## src/rtl/pipe_mem_sched.sv

```systemverilog
// pipe_mem_sched: sequencing controller for the 5-stage core.
// Shares the single RAM port between instruction fetch and MEM-stage data
// access (data first). It also drives the pipeline latch write-enable and
// flush controls and the PC write enable, and holds the core once it halts.
module pipe_mem_sched (
  input  logic CLK,
  input  logic nRST,
  input  logic iREN,
  input  logic dREN,
  input  logic dWEN,
  input  logic ram_ready,
  input  logic load_hazard,
  input  logic branch_taken,
  input  logic halt_in,
  output logic ramREN,
  output logic ramWEN,
  output logic ram_sel_d,
  output logic ihit,
  output logic dhit,
  output logic pc_wen,
  output logic ifid_wen,
  output logic idex_wen,
  output logic exmem_wen,
  output logic memwb_wen,
  output logic ifid_flush,
  output logic idex_flush,
  output logic exmem_flush,
  output logic halted
);

  typedef enum logic [1:0] {
    IDLE   = 2'd0,
    IACC   = 2'd1,
    DACC   = 2'd2,
    HALTED = 2'd3
  } state_t;

  state_t state_reg, state_next;
  logic   i_done_reg, i_done_next;
  logic   d_done_reg, d_done_next;
  logic   halt_pend_reg, halt_pend_next;

  logic   dreq;
  logic   halting;
  logic   i_eff, d_eff;
  logic   advance;
  logic   arb_i_done, arb_d_done;
  state_t arb_pick;

  // State register, done flags and sticky halt request
  always_ff @(posedge CLK) begin
    if (!nRST) begin
      state_reg     <= IDLE;
      i_done_reg    <= 1'b0;
      d_done_reg    <= 1'b0;
      halt_pend_reg <= 1'b0;
    end else begin
      state_reg     <= state_next;
      i_done_reg    <= i_done_next;
      d_done_reg    <= d_done_next;
      halt_pend_reg <= halt_pend_next;
    end
  end

  // Hit detection, advance condition and arbitration choice
  always_comb begin
    dreq    = dREN | dWEN;
    halting = halt_in | halt_pend_reg;
    ihit    = (state_reg == IACC) & ram_ready;
    dhit    = (state_reg == DACC) & ram_ready;
    d_eff   = ~dreq | d_done_reg | dhit;
    i_eff   = ~iREN | i_done_reg | ihit;
    // A halt in flight discards the returning access, so nothing advances.
    // Latch controls are also held low while reset is asserted.
    advance = d_eff & i_eff & (state_reg != HALTED) & ~halting & nRST;

    // On advance the completed accesses belong to the old instruction, so
    // the next grant sees clean flags and back-to-back accesses need no bubble.
    arb_d_done = advance ? 1'b0 : (d_done_reg | dhit);
    arb_i_done = advance ? 1'b0 : (i_done_reg | ihit);

    arb_pick = IDLE;
    if (dreq & ~arb_d_done) begin
      arb_pick = DACC;
    end else if (iREN & ~arb_i_done) begin
      arb_pick = IACC;
    end
  end

  // Next-state logic; a grant is held until the RAM reports ready
  always_comb begin
    state_next     = state_reg;
    i_done_next    = i_done_reg;
    d_done_next    = d_done_reg;
    halt_pend_next = halt_pend_reg | halt_in;

    case (state_reg)
      IDLE: begin
        state_next = halting ? HALTED : arb_pick;
      end
      IACC, DACC: begin
        if (ram_ready) begin
          state_next = halting ? HALTED : arb_pick;
        end
      end
      HALTED: begin
        state_next = HALTED;
      end
      default: begin
        state_next = IDLE;
      end
    endcase

    // Clearing on advance wins over a hit landing in the same cycle
    if (advance) begin
      i_done_next = 1'b0;
      d_done_next = 1'b0;
    end else begin
      if (ihit) i_done_next = 1'b1;
      if (dhit) d_done_next = 1'b1;
    end
  end

  // RAM strobes and port select follow the current grant
  always_comb begin
    ramREN    = 1'b0;
    ramWEN    = 1'b0;
    ram_sel_d = 1'b0;
    halted    = 1'b0;
    case (state_reg)
      IACC: begin
        ramREN = 1'b1;
      end
      DACC: begin
        ramWEN    = dWEN;
        ramREN    = ~dWEN;
        ram_sel_d = 1'b1;
      end
      HALTED: begin
        halted = 1'b1;
      end
      default: begin
      end
    endcase
  end

  // Pipeline latch controls: branch flush beats load-use stall
  always_comb begin
    pc_wen      = 1'b0;
    ifid_wen    = 1'b0;
    idex_wen    = 1'b0;
    exmem_wen   = 1'b0;
    memwb_wen   = 1'b0;
    ifid_flush  = 1'b0;
    idex_flush  = 1'b0;
    exmem_flush = 1'b0;
    if (advance) begin
      pc_wen    = 1'b1;
      ifid_wen  = 1'b1;
      idex_wen  = 1'b1;
      exmem_wen = 1'b1;
      memwb_wen = 1'b1;
      if (branch_taken) begin
        // Squash the three wrong-path instructions; PC takes the target.
        ifid_flush  = 1'b1;
        idex_flush  = 1'b1;
        exmem_flush = 1'b1;
      end else if (load_hazard) begin
        // Hold PC and IF/ID, inject a bubble into ID/EX.
        pc_wen     = 1'b0;
        ifid_wen   = 1'b0;
        idex_flush = 1'b1;
      end
    end
  end

endmodule

```

## config.mk

```make
export PLATFORM = sky130hd
export DESIGN_NAME = pipe_mem_sched
export DESIGN_NICKNAME = d
export VERILOG_FILES = /design/src/rtl/pipe_mem_sched.sv
export SDC_FILE = /design/constraint.sdc
export NUM_CORES = 1
export LEC_CHECK = 0
export CAP_MARGIN = 20
export CORE_AREA = 2 2 39 41
export DETAILED_ROUTE_END_ITERATION = 8
export DIE_AREA = 0 0 41 43
export HOLD_SLACK_MARGIN = 0.06
export PLACE_DENSITY = 0.66
export SLEW_MARGIN = 20
export SYNTH_ARGS = -nofsm -noshare
export SYNTH_HDL_FRONTEND = slang
export SYNTH_SLANG_ARGS = --single-unit
```

## constraint.sdc

```tcl
create_clock -name CLK -period 2.5 [get_ports CLK]
set_clock_uncertainty 0.1 [all_clocks]
set_input_delay 0.25 -clock CLK [delete_from_list [all_inputs] [get_ports CLK]]
set_output_delay 0.25 -clock CLK [all_outputs]
set_load 0.05 [all_outputs]
```

# ---- Word-level counts from Yosys, hierarchy flattened
# Cells that the tools add are included.
dict set report word_totals {
  regBits 5
  latch_bits 0
  ram_bits 0
  rom_bits 0
  output_inout_bits 14
  wordCells 55
  memories 0
}
dict set report op_classes {
  n_addsub 0
  mul 0
  div_mod_pow 0
  magnitude_cmp 0
  eq_ne 5
  shifts 0
  n_mux 20
  n_bitwise 23
  reduce_logical 3
}
# cell count
set op_table {}
lappend op_table {{1-bit two-way mux} 15}
lappend op_table {{1-bit AND} 8}
lappend op_table {{1-bit OR} 8}
lappend op_table {{1-bit inverter} 7}
lappend op_table {{2-bit two-way mux} 3}
lappend op_table {{2-bit case mux with 3 select lines} 1}
lappend op_table {{2-bit == test, second input constant} 2}
lappend op_table {{2-bit inequality test, second input constant} 2}
lappend op_table {{2-bit OR reduction} 2}
lappend op_table {{2-bit by 1-bit == test with 1-bit output, second input constant} 1}
lappend op_table {{2-bit zero test} 1}
lappend op_table {{1-bit case mux with 2 select lines} 1}

# ---- Longest topological paths before layout
# Gate-level depths: netlist of the first run.
dict set report depth {
  depth_word 16
  ltp_mapped 6
  ltp_nobuf 5
}

# ---- Worst setup path after synthesis of the first run
# OpenSTA, ideal clock, no wires.
dict set report synth_timing {
  path_kind {register to output}
  from {register state_reg[0]}
  to {output port pc_wen}
  t_arrival_ns 3.378
  setup_slack_ns -1.228
  path_stages_with_launch 6
  path_buffers 1
  path_cell_list {dfxtp_1 ha_1 or4b_4 a221oi_2 a21boi_1 buf_4}
}
dict set report synth_between {
  elab_chain_cells 8
}
# element line_no
set synth_rtl {}
lappend synth_rtl {{start: declaration} 38} ;# state_t state_reg, state_next;
lappend synth_rtl {{start signal: assignment} 58} ;# state_reg <= state_next;
lappend synth_rtl {{2-bit == test or 2-bit by 1-bit == test with 1-bit output (tied branches)} {70, 69}}
lappend synth_rtl {{1-bit AND (on tied branches)} {70, 69}}
lappend synth_rtl {{1-bit OR (on tied branches)} {71, 72}}
lappend synth_rtl {{1-bit AND} 75} ;# advance = d_eff & i_eff & (state_reg != HALTED) & ~halting & nRST;
lappend synth_rtl {{1-bit AND (*) (3 in a row)} 75}
lappend synth_rtl {{1-bit two-way mux (*)} -}
lappend synth_rtl {{end: declaration} 20} ;# output logic pc_wen,
# Every way passes the cells marked *; elsewhere a longest branch is shown, timed or not.

# ---- Worst setup path in the final report of the first run
dict set report layout_timing {
  from {register state_reg[1]}
  to {output port ifid_wen}
}
dict set report layout_between {
  elab_chain_cells 8
}
# element line_no
set layout_rtl {}
lappend layout_rtl {{2-bit == test or 2-bit by 1-bit == test with 1-bit output (tied branches)} {70, 69}}
lappend layout_rtl {{1-bit AND (on tied branches)} {70, 69}}
lappend layout_rtl {{1-bit OR (on tied branches)} {71, 72}}
lappend layout_rtl {{1-bit AND} 75}
lappend layout_rtl {{1-bit AND (*) (3 in a row)} 75}
lappend layout_rtl {{1-bit two-way mux (*)} 157} ;# if (advance) begin
lappend layout_rtl {{end: declaration} 21} ;# output logic ifid_wen,
# Marks and branches as above.

==> results of run 1 <==
-- cell type report --
| type | instances | area [µm²] | area share [%] |
|---|---|---|---|
| clock buffers | 4 | 26.3 | 3.33 |
| inverters | 5 | 18.8 | 2.38 |
| multi-input cells | 34 | 303 | 38.4 |
| flip-flops and latches | 5 | 103 | 13.0 |
| well taps | 16 | 20.0 | 2.54 |
| repair buffers | 25 | 318 | 40.3 |
-- through the flow --
stage	TNS [ns]	cells	power, mW	hold WS (ns)	instance area, µm²
global placement	0	85	0.286	0.367	762
floorplan	-0.432	48	0.225	0.268	458
detailed placement	0	85	0.289	0.377	762
global route	0	89	0.407	0.406	788
finish	0	89	0.384	0.381	788
CTS	0	89	0.391	0.388	788
-- metal layers --
layer	vias to the layer above	track usage, %	wire length, µm
met5	-	0	0
met4	0	12.0	17
met3	2	3.14	94
met2	19	24.1	582
met1	201	14.5	396
li1	219	-	-
-- synthesized netlist by cell type --
cell      instances  area share (%)
dfxtp_1           5              25
inv_1             5             4.7
a21oi_1           4             5.0
and2_1            4             6.2
buf_4             4             7.5
ha_1              3             9.3
a21o_1            2             3.7
and3_2            2             3.7
nor2_1            2             1.9
o21a_1            2             3.7
o21ai_0           2             2.5
or2_2             2             3.1
a21boi_1          1             1.9
a221oi_1          1             2.2
a221oi_2          1             3.7
a31oi_1           1             1.6
nand2_1           1            0.93
nor3_1            1             1.2
o221a_1           1             2.8
o31a_1            1             2.2
o31ai_1           1             1.9
or3b_1            1             2.2
or4b_4            1             3.4
-- cell families after synthesis --
family / count (synthesis)
buf+inv: 9
compound gates: 17
flops: 5
simple gates: 14
fa+ha+maj: 3
-- power by group --
part / switching (mW) / internal (mW) / total [mW]
Sequential: 0.0103 / 0.0897 / 0.100
Clock: 0.0357 / 0.0605 / 0.0962
Combinational: 0.106 / 0.0818 / 0.187
-- layout by cell type (no fill, tap or decap) --
master and count:
a31oi_1 1, a21o_1 2, and2_2 1, clkbuf_1 1, or4b_4 1, buf_4 5, ha_1 1, o31a_1 1
buf_12 8, or2_2 2, nor3_1 1, nor2_1 2, a21boi_4 1, nand2_1 1, a221oi_4 1, o21a_1 2
clkbuf_4 3, and2_1 3, o21ai_0 2, or3b_1 1, inv_1 5, and3_2 2, ha_4 2, dfxtp_1 3
dfxtp_2 2, a21oi_1 4, o31ai_1 1, clkdlybuf4s50_1 12, o221a_1 1, a221oi_1 1
-- critical path: cells and delay by family (launching register included) --
kind	cells	cell delay [ns]
AOI/OAI and AO/OA	2	0.58
adders and majority gates	1	0.17
buffers and inverters	1	0.16
DFF	1	0.35
and+or+nand+nor	1	0.50
-- how the worst min path moves through the flow --
stage,startpoint,end,slack (ns),cells past startpoint
4_1_cts,halt_pend_reg,halt_pend_reg,0.39,1
6_report,halt_pend_reg,halt_pend_reg,0.38,1
3_5_place_dp,halt_pend_reg,halt_pend_reg,0.38,1
5_1_grt,halt_pend_reg,halt_pend_reg,0.41,1
3_3_place_gp,halt_pend_reg,halt_pend_reg,0.37,1
2_1_floorplan,nRST,halt_pend_reg,0.27,1
==> impl_metrics.toml, run 1 <==
[global_route]
grt_usage_pct = 14.7
antenna_found_initial = 0
grt_pass1_wl_mm = 1.77
grt.overflow.total = 0
grt_max_degree = 9
grt_pass1_vias = 457

[min_path]
hold_path_class = "register to register"

[synth]
synth-simple-area-share_pct = 22.7
synth_top_family_by_area = "compound AO/OA/AOI/OAI gates"
synth_cell_types = 23
synth-xor-area-share_pct = 0
synth-adder-area-share_pct = 9.32
ys_ff_latch = 5
yosysWarnings = 0
syn_inst = 48
ys_seq_area_share_pct = 24.8
synthMuxAreaShare_pct = 0
synth_area_um2 = 403
synth-compound-area-share_pct = 31.1
syn_nets = 60
syn_avg_cell_area_um2 = 8.39

[sta]
fmax_ghz = 0.421
rsz0062_at_grt = "false"
finalSetupViolCount = 0
tightestPinTransition_ns = 0.500
period_needed_ns = 2.37
layout_setup_ws_ns = 0.125
fin_crit_sh_pct = 95.0
slew_viol_final = 0
finalHoldViolCount = 0
slew_headroom_pct = 66.5

[setup_path]
regToRegEndpoint = "state_reg[0]"
critPathLaunchType = "register"
setup.worst_path.end = "ifid_wen"
slowest_delay_ns = 0.50
crit_required_ns = 2.15
worst-r2r-cell-count = 5
end_kind = "output port"
cp_max_fo = 5
worstSetupStartpoint = "state_reg[1]"
setup.worst_path.class = "register to output port"
cp.arrival_ns = 2.02
r2r_slack_ns = 0.89
slowest_stage = "or4b_4"
cp_cell_sequence = "ha_4, or4b_4, a221oi_4, a21boi_4, buf_12"
reg2reg_from = "state_reg[0]"

[cells_and_area]
diodes = 0
largest_reg_flops = 2
syn2layout_area_growth_pct = 95.7
drive_above_1_share_pct = 38.4
fin_util_pct = 57.0
nets = 86
fill_cells = 122

[floorplan]
die_area_um2 = 1760
die_h_um = 43
die_w_um = 41
num_rows = 14
core_area_um2 = 1380
initial_core_util_pct = 29.1
ios = 23

[pwr]
p_leak_nw = 0.335
power.density_nw_per_um2 = 487
ir_drop_uv = 291

[placement]
io_buffers = 22
place_congestion = 0.835
post-place-ws_ns = 0.124
dp_hpwl_um = 936

[route]
viasPerCell = 4.96
wl_mm = 1.09
drtIter0Drc = 1
remaining_drc_errors = 0
vias = 441
dr.pass1.iters = 2
wl_per_cell_um = 12.2
ant_nets = 0

[clocking]
clk_latency_ns = 0.25
ctsResizeCount = 0
root_buffer = "clkbuf_4"
cts_setup_buffers = 0
cts_buffer_depth = 2
cts_buffers = 3
ctsHoldBuffers = 0
htree_levels = 1
path_clk_slew_ns = 0.05
cts_tree = "yes"
cts.sinks = 5

[run_status]
outcome = "finished clean"

[job]
cap_violations = 0
Note: power is estimated with default switching activity, not from simulation.
==> run 2, diff against run 1 <==
--- a/config.mk
+++ b/config.mk
@@ -5,12 +5,13 @@
 export SDC_FILE = /design/constraint.sdc
 export NUM_CORES = 1
 export LEC_CHECK = 0
+export ABC_AREA = 1
 export CAP_MARGIN = 20
 export CORE_AREA = 2 2 39 41
 export DETAILED_ROUTE_END_ITERATION = 8
 export DIE_AREA = 0 0 41 43
 export HOLD_SLACK_MARGIN = 0.06
-export PLACE_DENSITY = 0.66
+export PLACE_DENSITY = 0.68
 export SLEW_MARGIN = 20
 export SYNTH_ARGS = -nofsm -noshare
 export SYNTH_HDL_FRONTEND = slang
==> run 2 against run 1 <==
Effect of this change: highest routed layer unchanged; total power fell by 6.9%; combinational power fell by 11%; synthesized cell count rose by 35%; maximum frequency rose by 6.4%.
==> impl_metrics.toml, run 2 <==
[synth]
synth_top_area_share_pct = 23.5
synth.area.top_cells = "dfxtp_1 (23%), inv_1 (15%), ha_1 (8.8%)"
syn_nets = 77
synth_area_um2 = 427
synth_cell_types = 15
synth_common_cells = "inv_1 (17), nand2_1 (10), nor2_1 (9)"
syn_inst = 65
ys_ff_latch = 5
synth_edf_count = 0
synth_flop_cell = "dfxtp_1"
ys_seq_area_share_pct = 23.5
yosysMostFrequentCell = "inv_1"
syn_avg_cell_area_um2 = 6.56
async_flop_share_pct = 0
yosysWarnings = 0
synth_largest_area_cell = "dfxtp_1"

[setup_path]
crit_buf_inv = 2
cp_top_family = "buffers and inverters"
cp_cell_sequence = "inv_1, ha_1, nor2_1, clkdlybuf4s50_1"
critPathLaunchType = "register"
cp.arrival_ns = 1.88
setup.worst_path.class = "register to output port"
cp_max_fo = 4
slowest_delay_ns = 0.80
end_kind = "output port"
slowest_stage = "clkdlybuf4s50_1"
crit_required_ns = 2.15
crit_cells = 4
worst-r2r-cell-count = 9

[floorplan]
die_area_um2 = 1760
die_w_um = 41
die_h_um = 43
initial_core_util_pct = 30.8
ios = 23
core_area_um2 = 1380
num_rows = 14

[sta]
setup_tns_ns = 0
finalHoldViolCount = 0
period_needed_ns = 2.23
fmax_ghz = 0.448
hold_ws_ns = 0.354
finalSetupViolCount = 0
tightestPinTransition_ns = 0.508
rsz0062_at_grt = "false"
slew_headroom_pct = 66.0
slew_viol_final = 0
layout_setup_ws_ns = 0.267
fin_crit_sh_pct = 89.3

[clocking]
cts.sinks = 5
htree_levels = 1
cts_buffer_depth = 2
root_buffer = "clkbuf_4"
ctsHoldBuffers = 0
cts_tree = "yes"
ctsResizeCount = 0
cts_setup_buffers = 0
path_clk_slew_ns = 0.04
cts_buffers = 3
clk_latency_ns = 0.24

[placement]
post-place-ws_ns = 0.405
place_congestion = 0.788
dp_cells = 99
dp_hpwl_um = 751
io_buffers = 22
place_area_um2 = 648

[cells_and_area]
final_common_cell = "inv_1"
fin_util_pct = 48.7
final_cell_mix = "inv_1 (17), clkdlybuf4s50_1 (14), nand2_1 (10)"
diodes = 0
fill_cells = 138
final_cells = 103
nets = 100
final_cell_area_um2 = 674
syn2layout_area_growth_pct = 58.1
largest_reg_flops = 2
drive_above_1_share_pct = 27.6

[route]
drtIter0Drc = 3
remaining_drc_errors = 0
wl_per_cell_um = 8.17
dr.pass1.iters = 3
ant_nets = 0
vias = 432
viasPerCell = 4.19
wl_um = 841

[pwr]
power.density_nw_per_um2 = 530
p_leak_nw = 0.374
power_mw = 0.357
ir_drop_uv = 226

[global_route]
grt.overflow.total = 0
grt_max_degree = 7
grt_pass1_wl_mm = 1.49
grt_usage_pct = 12.2
grt_pass1_vias = 419
antenna_found_initial = 0

[min_path]
hold_path_class = "register to register"
min_path_cells = 2

[run_status]
outcome = "finished clean"

[job]
cap_violations = 0
[run 2: changes by cell type after synthesis, moves of 3 or more]
cell,before,now
nand2_1,1,10
and2_1,4,0
inv_2,0,3
nor2_1,2,9
inv_1,5,17
[run 2: worst min-delay path, delay by kind of cell, from the launching register on]
| family | cells | cell delay [ns] |
|---|---|---|
| DFF | 1 | 0.30 |
| AOI/OAI and AO/OA | 1 | 0.06 |
| buffers and inverters | 1 | 0.05 |
[run 2: where the power goes]
part           internal, mW  total [mW]  switching (mW)
clock network        0.0605      0.0955          0.0351
logic                0.0613       0.167           0.106
registers            0.0887      0.0945         0.00577
[run 2: final timing paths]
path	to	from	slack [ns]
worst max-delay path	ramREN	state_reg[0]	0.27
worst min-delay path	halt_pend_reg	halt_pend_reg	0.35
worst max register to register	state_reg[0]	state_reg[0]	1.01
worst min register to register	halt_pend_reg	halt_pend_reg	0.35
[run 2: logic make-up (layout without fill, tap and decap cells)]
kind of cell	count (synthesis)	after routing	share of synthesized area [%]
simple gates	26	26	33.1
fa+ha+maj	3	3	8.80
compound gates	7	7	9.97
flops	5	5	23.5
buf+inv	24	46	24.6
[run 2: routing by layer]
layer / GRT usage [%] / share of wire [%] / up-vias / wire, µm
met5: 0 / 0 / - / 0
met4: 6.00 / 1.8 / 0 / 15
met3: 3.66 / 9.8 / 2 / 82
met2: 20.6 / 48 / 18 / 403
met1: 12.7 / 40 / 184 / 340
li1: - / - / 228 / -
[run 2: final cells by class]
cell class	instances	area, µm²	area share [%]
flip-flops and latches	5	100	14.8
repair buffers	22	225	33.4
multi-input cells	36	228	33.8
well taps	16	20.0	2.97
inverters	20	75.1	11.1
clock buffers	4	26.3	3.90
==> run 3, diff against run 2 <==
--- a/config.mk
+++ b/config.mk
@@ -11,6 +11,7 @@
 export DETAILED_ROUTE_END_ITERATION = 8
 export DIE_AREA = 0 0 41 43
 export HOLD_SLACK_MARGIN = 0.06
+export MAX_ROUTING_LAYER = met4
 export PLACE_DENSITY = 0.68
 export SLEW_MARGIN = 20
 export SYNTH_ARGS = -nofsm -noshare
==> results of run 3 <==
No change in the layout: final DEF, timing and power equal those of run 2.
Main changes from that run: final weighted congestion in routability-driven placement 0.788 -> 0.799; overall routing resource usage 12.2% -> 12.5%
